## src/rtl/instruction_fetch_unit.sv

```systemverilog
// Fetch stage: owns the PC, addresses the zero-latency instruction memory and
// holds one fetched instruction for decode behind a valid/ready handshake.
module instruction_fetch_unit #(
  parameter int                  PC_WIDTH = 16,
  parameter logic [PC_WIDTH-1:0] RESET_PC = '0,
  parameter logic [PC_WIDTH-1:0] PC_LIMIT = PC_WIDTH'(28)
) (
  input  logic                clk,
  input  logic                reset,
  input  logic                start,
  output logic [PC_WIDTH-1:0] imem_pc,
  input  logic [15:0]         imem_instr,
  output logic                if_valid,
  input  logic                if_ready,
  output logic [15:0]         if_instr,
  output logic [PC_WIDTH-1:0] if_pc,
  input  logic                redirect_valid,
  input  logic [PC_WIDTH-1:0] redirect_pc,
  output logic                halted,
  output logic [15:0]         fetch_count
);

  typedef enum logic [1:0] {IDLE, RUN, HALT} state_t;

  state_t              state;
  logic [PC_WIDTH-1:0] pc_p0;
  logic                vld_p1;
  logic [15:0]         instr_p1;
  logic [PC_WIDTH-1:0] pc_p1;
  logic                halted_r;
  logic [15:0]         count_r;

  // Redirect targets are forced onto a halfword boundary.
  function automatic logic [PC_WIDTH-1:0] align_pc(input logic [PC_WIDTH-1:0] a);
    return {a[PC_WIDTH-1:1], 1'b0};
  endfunction

  function automatic logic [15:0] sat_inc(input logic [15:0] c);
    return (c == 16'hFFFF) ? c : c + 16'd1;
  endfunction

  logic slot_free;
  assign slot_free = !vld_p1 || if_ready;

  // Stage p0 -> p1: PC addresses memory, returned word lands in the buffer
  always_ff @(posedge clk) begin
    if (reset) begin
      state    <= IDLE;
      pc_p0    <= RESET_PC;
      vld_p1   <= 1'b0;
      instr_p1 <= '0;
      pc_p1    <= '0;
      halted_r <= 1'b0;
      count_r  <= '0;
    end else begin
      case (state)
        IDLE: begin
          if (redirect_valid) pc_p0 <= align_pc(redirect_pc);
          if (start)          state <= RUN;
        end
        RUN: begin
          if (redirect_valid) begin
            pc_p0  <= align_pc(redirect_pc);
            vld_p1 <= 1'b0;
          end else if (pc_p0 > PC_LIMIT) begin
            state    <= HALT;
            halted_r <= 1'b1;
            if (if_ready) vld_p1 <= 1'b0;
          end else if (slot_free) begin
            instr_p1 <= imem_instr;
            pc_p1    <= pc_p0;
            vld_p1   <= 1'b1;
            pc_p0    <= pc_p0 + PC_WIDTH'(2);
            count_r  <= sat_inc(count_r);
          end
        end
        HALT: begin
          if (redirect_valid) begin
            pc_p0    <= align_pc(redirect_pc);
            vld_p1   <= 1'b0;
            state    <= RUN;
            halted_r <= 1'b0;
          end else if (if_ready) begin
            vld_p1 <= 1'b0;
          end
        end
        default: state <= IDLE;
      endcase
    end
  end

  assign imem_pc     = pc_p0;
  assign if_valid    = vld_p1;
  assign if_instr    = instr_p1;
  assign if_pc       = pc_p1;
  assign halted      = halted_r;
  assign fetch_count = count_r;

endmodule

```

## config.mk

```make
export PLATFORM = sky130hd
export DESIGN_NAME = instruction_fetch_unit
export DESIGN_NICKNAME = d
export VERILOG_FILES = /design/src/rtl/instruction_fetch_unit.sv
export SDC_FILE = /design/constraint.sdc
export NUM_CORES = 1
export LEC_CHECK = 0
export ABC_CLOCK_PERIOD_IN_PS = 6300
export CORE_ASPECT_RATIO = 0.9
export CORE_MARGIN = 2
export CORE_UTILIZATION = 49
export DETAILED_ROUTE_END_ITERATION = 16
export MAX_ROUTING_LAYER = met4
export PLACE_DENSITY_LB_ADDON = 0.08
export SYNTH_ARGS = -nofsm -noshare
export SYNTH_HDL_FRONTEND = slang
export SYNTH_SLANG_ARGS = --single-unit
```

## constraint.sdc

```tcl
create_clock -name clk -period 6.3 [get_ports clk]
set_clock_uncertainty 0.1 [all_clocks]
set_input_delay 0.945 -clock clk [delete_from_list [all_inputs] [get_ports clk]]
set_output_delay 0.945 -clock clk [all_outputs]
set_load 0.005 [all_outputs]
```

=== Word level (Yosys, flattened, before mapping) ===
Cells that the tools add are included.

* Bits in registers: 68
* Bits of input ports: 37
* Output and inout bits: 66
* Word-level logic and storage cells: 56

* Add/sub/neg operators: 2
* Magnitude comparators: 1
* Eq/ne operators: 11
* Multiplexer cells: 20
* Bitwise logic cells: 3
* Reductions and logical operators: 12

{| class="wikitable"
|+ Operator list
! operator !! count
|-
| $mux 16 || 4
|-
| $pmux 16 s2 || 1
|-
| $add 16x1->16 const B || 1
|-
| $add 16x2->16 const B || 1
|-
| $eq 16x16->1 const B || 1
|-
| $gt 16x5->1 const B || 1
|-
| $reduce_and 4->1 || 4
|-
| $mux 1 || 8
|-
| $mux 2 || 4
|-
| $ne 2x2->1 const B || 4
|-
| $ne 3x3->1 const B || 2
|-
| $pmux 2 s3 || 1
|-
| $reduce_and 5->1 || 1
|-
| $ne 4x4->1 const B || 1
|-
| $pmux 1 s2 || 2
|-
| $reduce_bool 2->1 || 2
|-
| $not 1->1 || 3
|-
| $eq 2x1->1 const B || 1
|-
| $eq 2x2->1 const B || 1
|-
| $logic_not 2->1 || 1
|-
| $ne 2x1->1 const B || 1
|-
| $reduce_and 2->1 || 1
|-
| $reduce_or 2->1 || 1
|-
| $logic_not 1->1 || 1
|-
| $logic_or 1x1->1 || 1
|}

=== Depth between registers and ports, before layout ===
Gate-level depths: netlist of the first run.

* Depth in word-level cells: 6
* Mapped depth: 10
* Mapped depth without buffers: 7

=== Worst setup path after synthesis of the first run ===
Ideal clock, no wire load.

* Path kind: input to register
* Start: input port redirect_valid
* End: register count_r[5] (netlist: fetch_count[5])
* Library setup time: 70 ps
* Arrival time: 2282 ps
* Data required time: 6130 ps
* Slack: 3848 ps
* Stages: 6
* Path buffers: 1
* Cell sequence: or2b_2 -> nor2_1 -> o211ai_4 -> buf_6 -> or4_1 -> a21oi_1

* Word-level cells in the longest chain between the ends: 2

{| class="wikitable"
|+ RTL lines
! what !! RTL line !! RTL
|-
| from (decl) || 17 || <nowiki>input logic redirect_valid,</nowiki>
|-
| $not 1->1 (no line) || -- ||
|-
| $reduce_and 5->1 (no line) || -- ||
|-
| to (signal assigned) || 74 || <nowiki>count_r <= sat_inc(count_r);</nowiki>
|-
| to (decl) || 31 || <nowiki>logic [15:0] count_r;</nowiki>
|}

No other way between the ends.
A chain may end at the register's enable or synchronous reset.

=== Worst setup path after layout of the first run ===
* Start: input port redirect_valid
* End: register count_r[15] (netlist: fetch_count[15])

Same word-level chain as after synthesis.

==> results.md, run 1 <==
* Worst Path Required at 6.45 ns
* Reg2Reg Depth at 6
* Main flop type after synthesis: dfxtp_1
* Endpoint, Worst Hold: if_instr[1]
* Leading area contributor after synthesis: dfxtp_1
* Slowest cell delay on critical path at 0.72 ns
* Yosys cell types at 50
* Post-synth EDFFs at 0
* Dpl hpwl at 5165 µm
* Count leader, synth: nand2_1
* Hold slack at 0.3521 ns
* Starting density of the core at 0.5052
* Hold_buf cts at 0
* Worst Hold Launch: if_instr[1]
* WP data arrival at 3.70 ns
* Syn avg cell area at 8.087 µm²
* Top Ports at 103
* Grt total ovfl at 0
* Core area at 6115 µm²
* Pin count of the biggest net entering global routing at 57
* Endpoint class of the critical path: flip-flop
* Global Route Usage Sum at 0.2398
* Worst skew pair latency at 0.33 ns
* Cts bufs inserted at 9
* Drt total wl at 7778 µm
* DR iter-0 viols at 177
* Top cells by count, synth: 67 x nand2_1, 66 x dfxtp_1, 55 x a21oi_1
* Main area contributors after synthesis: dfxtp_1 43%, a21oi_1 8.9%, nand2_1 8.1%
* Postcts setup bufs at 0
* Yosys reg bits at 66
* Buf+Inv Stages, Crit Path at 1
* Power per cell area at 279.0 nW/µm²
* Critical Path Fanout Max at 34
* Class of the most critical setup path: input port to flip-flop
* Antenna viol nets, final at 0
* Hold Path Class: flip-flop to flip-flop
* Crit-path cells: clkdlybuf4s50_1 > or2b_2 > nor2_1 > nand2_1 > or4_1 > a21oi_1
* Die ar. at 6956 µm²
* Mapped Cells at 382
* First drt pass iteration count at 4
* Fmax achieved at 281.6 MHz
* First-pass GRT wire length at 13010 µm
* Cell Rows at 27
* Cts repair resizes at 0
* Sink Count at 66
* Setup TNS at 0 ns
* Detailed-route DRC error count at 0
* Die X at 87.70 µm
* YS warnings at 0
* Total of max-cap violations at 0
* CP max stage cell: or4_1
* Area Growth Syn to Fin at 36.01%
* Critical path's top delay family: simple AND/OR/NAND/NOR gates
* Cell count of the worst hold path at 2
* Final setup vio count at 0
* Die H at 79.33 µm
* IO buf count at 99
* WL/cell at 13.94 µm
* Leak at 1.480 nW
* VDD IR max at 0.1685 mV
* Vias/cell at 5.450
* Top cell type's share of synthesized area at 0.4277
* Clk buf depth at 2
* FFs w/ async S/R, synth at 0
* Worst rel slew slack at 0.2976
* RSZ-0062 raised after global routing: false
* Initial antenna violation count at 0
* Fin. max-slew vios at 0
* CTS root buf: clkbuf_8
* Max H-tree Level at 3
* Final Hold Vio Count at 0
* DR vias at 3041
* Reg2Reg Capture Point: fetch_count[15]
* Vias in the first global route at 2753
* Layout Nets at 508
* Proportion of layout cells with a drive suffix above 1 at 0.06794
* Status: finished, final reports clean
* Crit share post-route at 0.5637
* FF-to-FF setup slack at 3.36 ns
* # diodes at 0
* Synthesized area at 3089 µm²
* Worst Setup Start Kind: input port
* GPL Wtd Cong at 0.8738
* Worst Tran Pin Value at 1.051 ns
* CTS tree: done
* FF-to-FF Start: state[0]
* Clk pin slew, worst setup/hold paths at 0.07 ns
* Crit path time final at 3.551 ns
* Seq/Total Area, Yosys at 0.4277
==> worst max path at each step <==
stage | to | cells past startpoint | slack, ns | startpoint
floorplan | fetch_count[5] | 6 | 3.85 | redirect_valid
finish | fetch_count[15] | 6 | 2.75 | redirect_valid
global placement | fetch_count[15] | 6 | 2.43 | redirect_valid
CTS | fetch_count[15] | 6 | 2.76 | redirect_valid
global route | fetch_count[15] | 6 | 2.48 | redirect_valid
detailed placement | fetch_count[15] | 6 | 2.41 | redirect_valid
==> layout by cell type, fill, tap and decap left out, drive strengths merged, types with 2 or more instances in the layout <==
cell / instances
a22oi: 2
mux2i: 2
nand2: 67
dfxtp: 66
a32oi: 2
and4: 5
clkdlybuf4s50: 98
o32ai: 7
clkbuf: 11
o31ai: 5
conb: 2
mux2: 2
clkinv: 4
or4: 6
o21ai: 17
nor4: 7
a211oi: 2
nor2b: 5
nand3: 10
and3: 15
o21a: 2
or2: 4
nand4: 9
nor3: 8
a21oi: 55
or3: 6
ha: 5
nor2: 18
buf: 3
and2: 2
inv: 8
==> routing by layer <==
layer	GRT usage	share of wire	vias to the layer above
met1	0.3171	0.46	1402
li1	-	-	1531
met3	0.07069	0.062	8
met4	0.04769	0.0090	0
met2	0.3674	0.47	100
met5	-	0	-
==> logic make-up (layout without fill, tap and decap cells) <==
family                     after synthesis  count (layout)  synth area share
muxes                                    4               4           0.01377
other                                    1               2          0.001214
DFF                                     66              66            0.4277
and+or+nand+nor                        166             166            0.2701
AOI/OAI and AO/OA                      102             102            0.2013
buffers and inverters                   37             125           0.06278
adders and majority gates                5               5           0.02025
xor gates and xnor gates                 1               1          0.002836
==> per-stage QoR <==
stage                     total power [mW]  utilization  setup slack, ns  std cells  area, µm²
after detailed placement            0.8798       0.6605            2.412        542       4039
after global routing                 1.246       0.6871            2.477        558       4202
after global placement              0.8680       0.6605            2.427        542       4039
after floorplan                     0.7492            -            3.848        383       3093
final                                1.172       0.6871            2.749        558       4202
after CTS                            1.181       0.6871            2.764        558       4202
==> sequential cells by signal (all words and copies together) (netlist names) <==
signal       flops
imem_pc         15
if_valid         1
if_instr        16
state            2
halted           1
if_pc           15
fetch_count     16
==> worst reg2reg max path: cells and delay by family, from the launching register on <==
family                     cells  cell delay (ns)
adders and majority gates      1             0.24
and+or+nand+nor                4             1.97
DFF                            1             0.41
AOI/OAI and AO/OA              1             0.15
==> power by group <==
group          internal [mW]  switching, mW  total (mW)  leakage, nW
Clock                  0.142          0.158       0.299       0.0831
Sequential             0.458         0.0602       0.519        0.535
Combinational          0.175          0.179       0.354        0.861
==> layout make-up <==
class,count,area (µm²)
Clock buffer,11,131.4
Clock inverter,5,31.28
Fill cell,538,1913
Inverter,8,30.03
Multi-Input combinational cell,280,1578
Sequential cell,66,1321
Tap cell,87,108.9
Timing Repair Buffer,101,1001
Note: power is estimated with default switching activity, not from simulation.
==> inputs of run 2 (changes only) <==
--- a/config.mk
+++ b/config.mk
@@ -5,10 +5,10 @@
 export SDC_FILE = /design/constraint.sdc
 export NUM_CORES = 1
 export LEC_CHECK = 0
-export ABC_CLOCK_PERIOD_IN_PS = 6300
+export ABC_CLOCK_PERIOD_IN_PS = 3200
 export CORE_ASPECT_RATIO = 0.9
 export CORE_MARGIN = 2
-export CORE_UTILIZATION = 49
+export CORE_UTILIZATION = 41
 export DETAILED_ROUTE_END_ITERATION = 16
 export MAX_ROUTING_LAYER = met4
 export PLACE_DENSITY_LB_ADDON = 0.08
==> constraint.sdc (replaced) <==
create_clock -name clk -period 3.2 [get_ports clk]
set_clock_uncertainty 0.1 [all_clocks]
set_input_delay 0.48 -clock clk [delete_from_list [all_inputs] [get_ports clk]]
set_output_delay 0.48 -clock clk [all_outputs]
set_load 0.005 [all_outputs]
==> run 2 against run 1 <==
Compared with the run above: clock power grew to 2.6 times the previous value; flip-flop and latch count unchanged; total power up 120%; first-iteration DRC count fell by 11%; wire length grew 4.3%; worst setup slack got worse by 2.1 ns; via count up 0.95%; utilization fell by 11 points; critical endpoint is now fetch_count[13].
==> results.md, run 2 (synthesis results as in run 1) <==
* Leak at 1.532 nW
* Vias/cell at 5.367
* Total of max-cap violations at 0
* Worst Path Required at 3.37 ns
* WP data arrival at 2.69 ns
* CTS tree: done
* Final Hold Vio Count at 0
* Grt total ovfl at 0
* Fin. max-slew vios at 0
* Final setup vio count at 0
* Most common cell after layout, fill and taps aside: clkdlybuf4s50_1
* Worst Setup Start Kind: input port
* Postcts setup bufs at 0
* Initial antenna violation count at 0
* Global Route Usage Sum at 0.2060
* Reg2Reg Capture Point: fetch_count[13]
* Crit path time final at 2.518 ns
* FF-to-FF Start: state[0]
* Reg2Reg Depth at 6
* Core area at 7432 µm²
* DR iter-0 viols at 157
* Vias in the first global route at 2765
* Crit share post-route at 0.7870
* Met2 usage at 0.3175
* GPL Wtd Cong at 0.7975
* Hold_buf cts at 0
* Worst skew pair latency at 0.34 ns
* Post-layout util at 0.5806
* FF-to-FF setup slack at 0.79 ns
* Worst rel slew slack at 0.5471
* RSZ-0062 raised after global routing: false
* Gr busiest metal: met2
* Power per cell area at 586.5 nW/µm²
* Grt met3 use at 0.05739
* WL/cell at 14.19 µm
* Worst Tran Pin Value at 0.6732 ns
* Endpoint, Worst Hold: if_instr[8]
* Pin count of the biggest net entering global routing at 34
* Die ar. at 8246 µm²
* Max H-tree Level at 3
* Met1 Resource Use GR at 0.2677
* CTS root buf: clkbuf_8
* Status: finished, final reports clean
* Area Growth Syn to Fin at 39.69%
* Fmax achieved at 397.1 MHz
* Starting density of the core at 0.4157
* First drt pass iteration count at 4
* Detailed-route DRC error count at 0
* Class of the most critical setup path: input port to flip-flop
* Cts repair resizes at 0
* Top Ports at 103
* Proportion of layout cells with a drive suffix above 1 at 0.08193
* Setup TNS at 0 ns
* Die X at 95.50 µm
* Worst Hold Launch: if_instr[8]
* DR vias at 3070
* Sink Count at 66
* # diodes at 0
* Endpoint class of the critical path: flip-flop
* Clk buf depth at 2
* Critical Path Fanout Max at 22
* Clk pin slew, worst setup/hold paths at 0.08 ns
* Cell count of the worst hold path at 2
* Antenna viol nets, final at 0
* Cell Rows at 30
* Commonest cells after routing, fill and taps aside: 98 x clkdlybuf4s50_1, 67 x nand2_1, 66 x dfxtp_1
* Dpl hpwl at 5444 µm
* Layout Nets at 513
* Drt total wl at 8115 µm
* IO buf count at 99
* First-pass GRT wire length at 13080 µm
* Hold Path Class: flip-flop to flip-flop
* Die H at 86.35 µm
* Cts bufs inserted at 9
* VDD IR max at 0.2860 mV
==> run 2: cell type report <==
cell class                      instances  area (µm²)
Sequential cell                        66        1321
Clock inverter                          6       90.09
Fill cell                             725        3117
Tap cell                               96       120.1
Clock buffer                           10       137.6
Multi-Input combinational cell        280        1578
Inverter                                8       30.03
Timing Repair Buffer                  106        1039
==> run 2: per-stage QoR <==
stage               area (µm²)  std cells  worst slack (ns)  power, mW  hold slack [ns]
global placement          4088        556            0.3425      1.740           0.3409
global route              4315        572            0.5037      2.696           0.3763
floorplan                 3093        383             1.110      1.475           0.3527
finish                    4315        572            0.6816      2.531           0.3558
CTS                       4315        572            0.6789      2.563           0.3589
detailed placement        4088        556            0.3181      1.756           0.3485
==> run 2: worst max-delay path by stage <==
stage                     slack [ns]           start         endpoint  cells after the start
after global routing            0.50  redirect_valid   fetch_count[9]                      6
after detailed placement        0.32  redirect_valid   fetch_count[9]                      6
after CTS                       0.68  redirect_valid   fetch_count[9]                      6
after floorplan                 1.11        state[0]   fetch_count[5]                      7
final                           0.68  redirect_valid  fetch_count[13]                      6
after global placement          0.34  redirect_valid  fetch_count[13]                      6
==> run 2: power breakdown <==
part           leakage, nW  internal [mW]  switching (mW)  total, mW
Sequential           0.535          0.902           0.118       1.02
Combinational        0.885          0.358           0.361      0.718
Clock                0.112          0.461           0.331      0.792
Total                 1.53           1.72           0.810       2.53
==> run 2: layer usage <==
metal	part of all wire	vias to the layer above
met1	0.47	1423
met3	0.070	7
met2	0.46	95
li1	-	1545
met5	0	-
met4	0.0081	0
==> run 2: critical path: stages <==
cell	delay (ns)
clkdlybuf4s50_1	0.59
or2b_2	0.38
nor2_1	0.28
o211ai_4	0.28
or4_1	0.53
a21oi_1	0.15
==> inputs of run 3 (changes only) <==
--- a/config.mk
+++ b/config.mk
@@ -5,7 +5,7 @@
 export SDC_FILE = /design/constraint.sdc
 export NUM_CORES = 1
 export LEC_CHECK = 0
-export ABC_CLOCK_PERIOD_IN_PS = 3200
+export ABC_CLOCK_PERIOD_IN_PS = 2180
 export CORE_ASPECT_RATIO = 0.9
 export CORE_MARGIN = 2
 export CORE_UTILIZATION = 41
==> constraint.sdc (replaced) <==
create_clock -name clk -period 2.18 [get_ports clk]
set_clock_uncertainty 0.1 [all_clocks]
set_input_delay 0.327 -clock clk [delete_from_list [all_inputs] [get_ports clk]]
set_output_delay 0.327 -clock clk [all_outputs]
set_load 0.005 [all_outputs]
==> run 3 against run 2 <==
Compared with the run above: wire length rose by 5.9%; register-to-register slack lost 0.69 ns; design area rose by 7.6%; cell count is 7.3% higher; clock power rose by 31%; worst setup slack got worse by 0.58 ns; flip-flop and latch count did not move; non-clock buffer count grew 41; critical path depth is 2 higher.
==> results.md, run 3 (synthesis results as in run 1) <==
* Clk buf depth at 2
* # diodes at 0
* Proportion of layout cells with a drive suffix above 1 at 0.1602
* FF-to-FF setup slack at 0.10 ns
* Sink Count at 66
* Leak at 1.741 nW
* First drt pass iteration count at 4
* Detailed-route DRC error count at 0
* Non-Filler Instances at 614
* Grt total ovfl at 0
* Hold slack at 0.3313 ns
* Pin count of the biggest net entering global routing at 38
* Cts bufs inserted at 9
* Vias in the first global route at 2830
* Setup TNS at 0 ns
* DR vias at 3208
* Fin. max-slew vios at 0
* Final Cell Area at 4643 µm²
* DP Cell Count at 597
* Clk pin slew, worst setup/hold paths at 0.07 ns
* Global Route Usage Sum at 0.2102
* CTS root buf: clkbuf_8
* Worst skew pair latency at 0.34 ns
* Fmax achieved at 481.5 MHz
* VDD IR max at 0.5490 mV
* Worst Path Required at 2.35 ns
* Vias/cell at 5.225
* Starting density of the core at 0.4157
* Antenna viol nets, final at 0
* Crit-path cells: inv_1 > ha_1 > or2b_2 > nor2_1 > buf_4 > o211ai_4 > or4_1 > a21oi_1
* Slowest cell delay on critical path at 0.51 ns
* Die ar. at 8246 µm²
* FF-to-FF Start: state[1]
* Dpl hpwl at 5901 µm
* Cell Rows at 30
* Drt total wl at 8595 µm
* Final setup vio count at 0
* Final Hold Vio Count at 0
* DR iter-0 viols at 180
* GPL Wtd Cong at 0.8325
* Die H at 86.35 µm
* Endpoint, Worst Hold: imem_pc[13]
* Core area at 7432 µm²
* Area Growth Syn to Fin at 50.30%
* Class of the most critical setup path: flip-flop to flip-flop
* Most common cell after layout, fill and taps aside: clkdlybuf4s50_1
* WP data arrival at 2.25 ns
* CTS tree: done
* Endpoint class of the critical path: flip-flop
* Hold_buf cts at 0
* Worst rel slew slack at 0.6427
* Worst Hold Launch: reset
* Worst Tran Pin Value at 0.5354 ns
* Reg2Reg Depth at 8
* Total of max-cap violations at 0
* Die X at 95.50 µm
* Power per cell area at 830.2 nW/µm²
* Fillers at 676
* Hold Path Class: input port to flip-flop
* Layout Nets at 555
* Initial antenna violation count at 0
* Reg2Reg Capture Point: fetch_count[11]
* Critical Path Fanout Max at 11
* Commonest cells after routing, fill and taps aside: 98 x clkdlybuf4s50_1, 67 x nand2_1, 65 x dfxtp_1
* Status: finished, final reports clean
* Max H-tree Level at 3
* WL/cell at 14.00 µm
* First-pass GRT wire length at 13380 µm
* Worst Setup Start Kind: flip-flop
* Crit path time final at 2.077 ns
* Crit share post-route at 0.9526
* RSZ-0062 raised after global routing: true
* Top Ports at 103
* CP max stage cell: or4_1
* Cell count of the worst hold path at 3
* Post-layout util at 0.6247
* IO buf count at 99
* Dpl cell area at 4408 µm²
run 3: cell types whose count changed in the layout (fill, tap and decap cells not counted), moves of 2 or more:
cell	delta
clkbuf_1	+3
clkinv_4	-2
nor4_2	+3
nor4_1	-3
buf_4	+40
run 3: how the worst max path moves through the flow:
stage                    from         endpoint  slack (ns)  depth (start not counted)
2_1_floorplan        state[0]   fetch_count[5]        0.09                          7
3_3_place_gp   redirect_valid  fetch_count[11]       -0.16                          7
3_5_place_dp   redirect_valid   fetch_count[3]       -0.17                          7
4_1_cts              state[0]   fetch_count[9]        0.01                          7
5_1_grt              state[1]  fetch_count[11]       -0.05                          8
6_report             state[1]  fetch_count[11]        0.10                          8
run 3: where the power goes:
group	internal (mW)	total [mW]	leakage [nW]	switching, mW
clock	0.591	1.04	0.101	0.447
sequential	1.33	1.41	0.535	0.0852
combinational	0.719	1.40	1.11	0.686
run 3: repair_timing:
item | 4_1_cts | 5_1_grt
setup endpoints to repair | 0 | 17
gates resized for setup | 0 | 5
setup buffers | 0 | 0
run 3: layer usage:
metal	part of all wire	track usage	vias up
met5	0	-	-
met4	0.0094	0.05844	0
met3	0.078	0.06435	8
met2	0.45	0.3271	96
met1	0.46	0.2658	1471
li1	-	-	1633
run 3: layout make-up:
| type | instances | area (µm²) | share of cell area |
|---|---|---|---|
| multi-input cells | 281 | 1614 | 0.3476 |
| repair buffers | 147 | 1359 | 0.2926 |
| flip-flops and latches | 66 | 1323 | 0.2848 |
| clock buffers | 14 | 162.7 | 0.03503 |
| well taps | 96 | 120.1 | 0.02587 |
| clock inverters | 2 | 35.03 | 0.007545 |
| inverters | 8 | 30.03 | 0.006467 |
run 3: stage by stage:
stage	power, mW	setup WS [ns]
finish	3.855	0.1033
global route	4.092	-0.05187
CTS	3.861	0.01351
detailed placement	2.801	-0.1691
global placement	2.784	-0.1587
floorplan	2.165	0.08951
run 3: worst max-delay path, delay by kind of cell (launching register included):
kind / cells / cell delay (ns)
AOI/OAI and AO/OA: 2 / 0.29
buffers and inverters: 2 / 0.24
DFF: 1 / 0.32
and+or+nand+nor: 3 / 0.91
adders and majority gates: 1 / 0.16
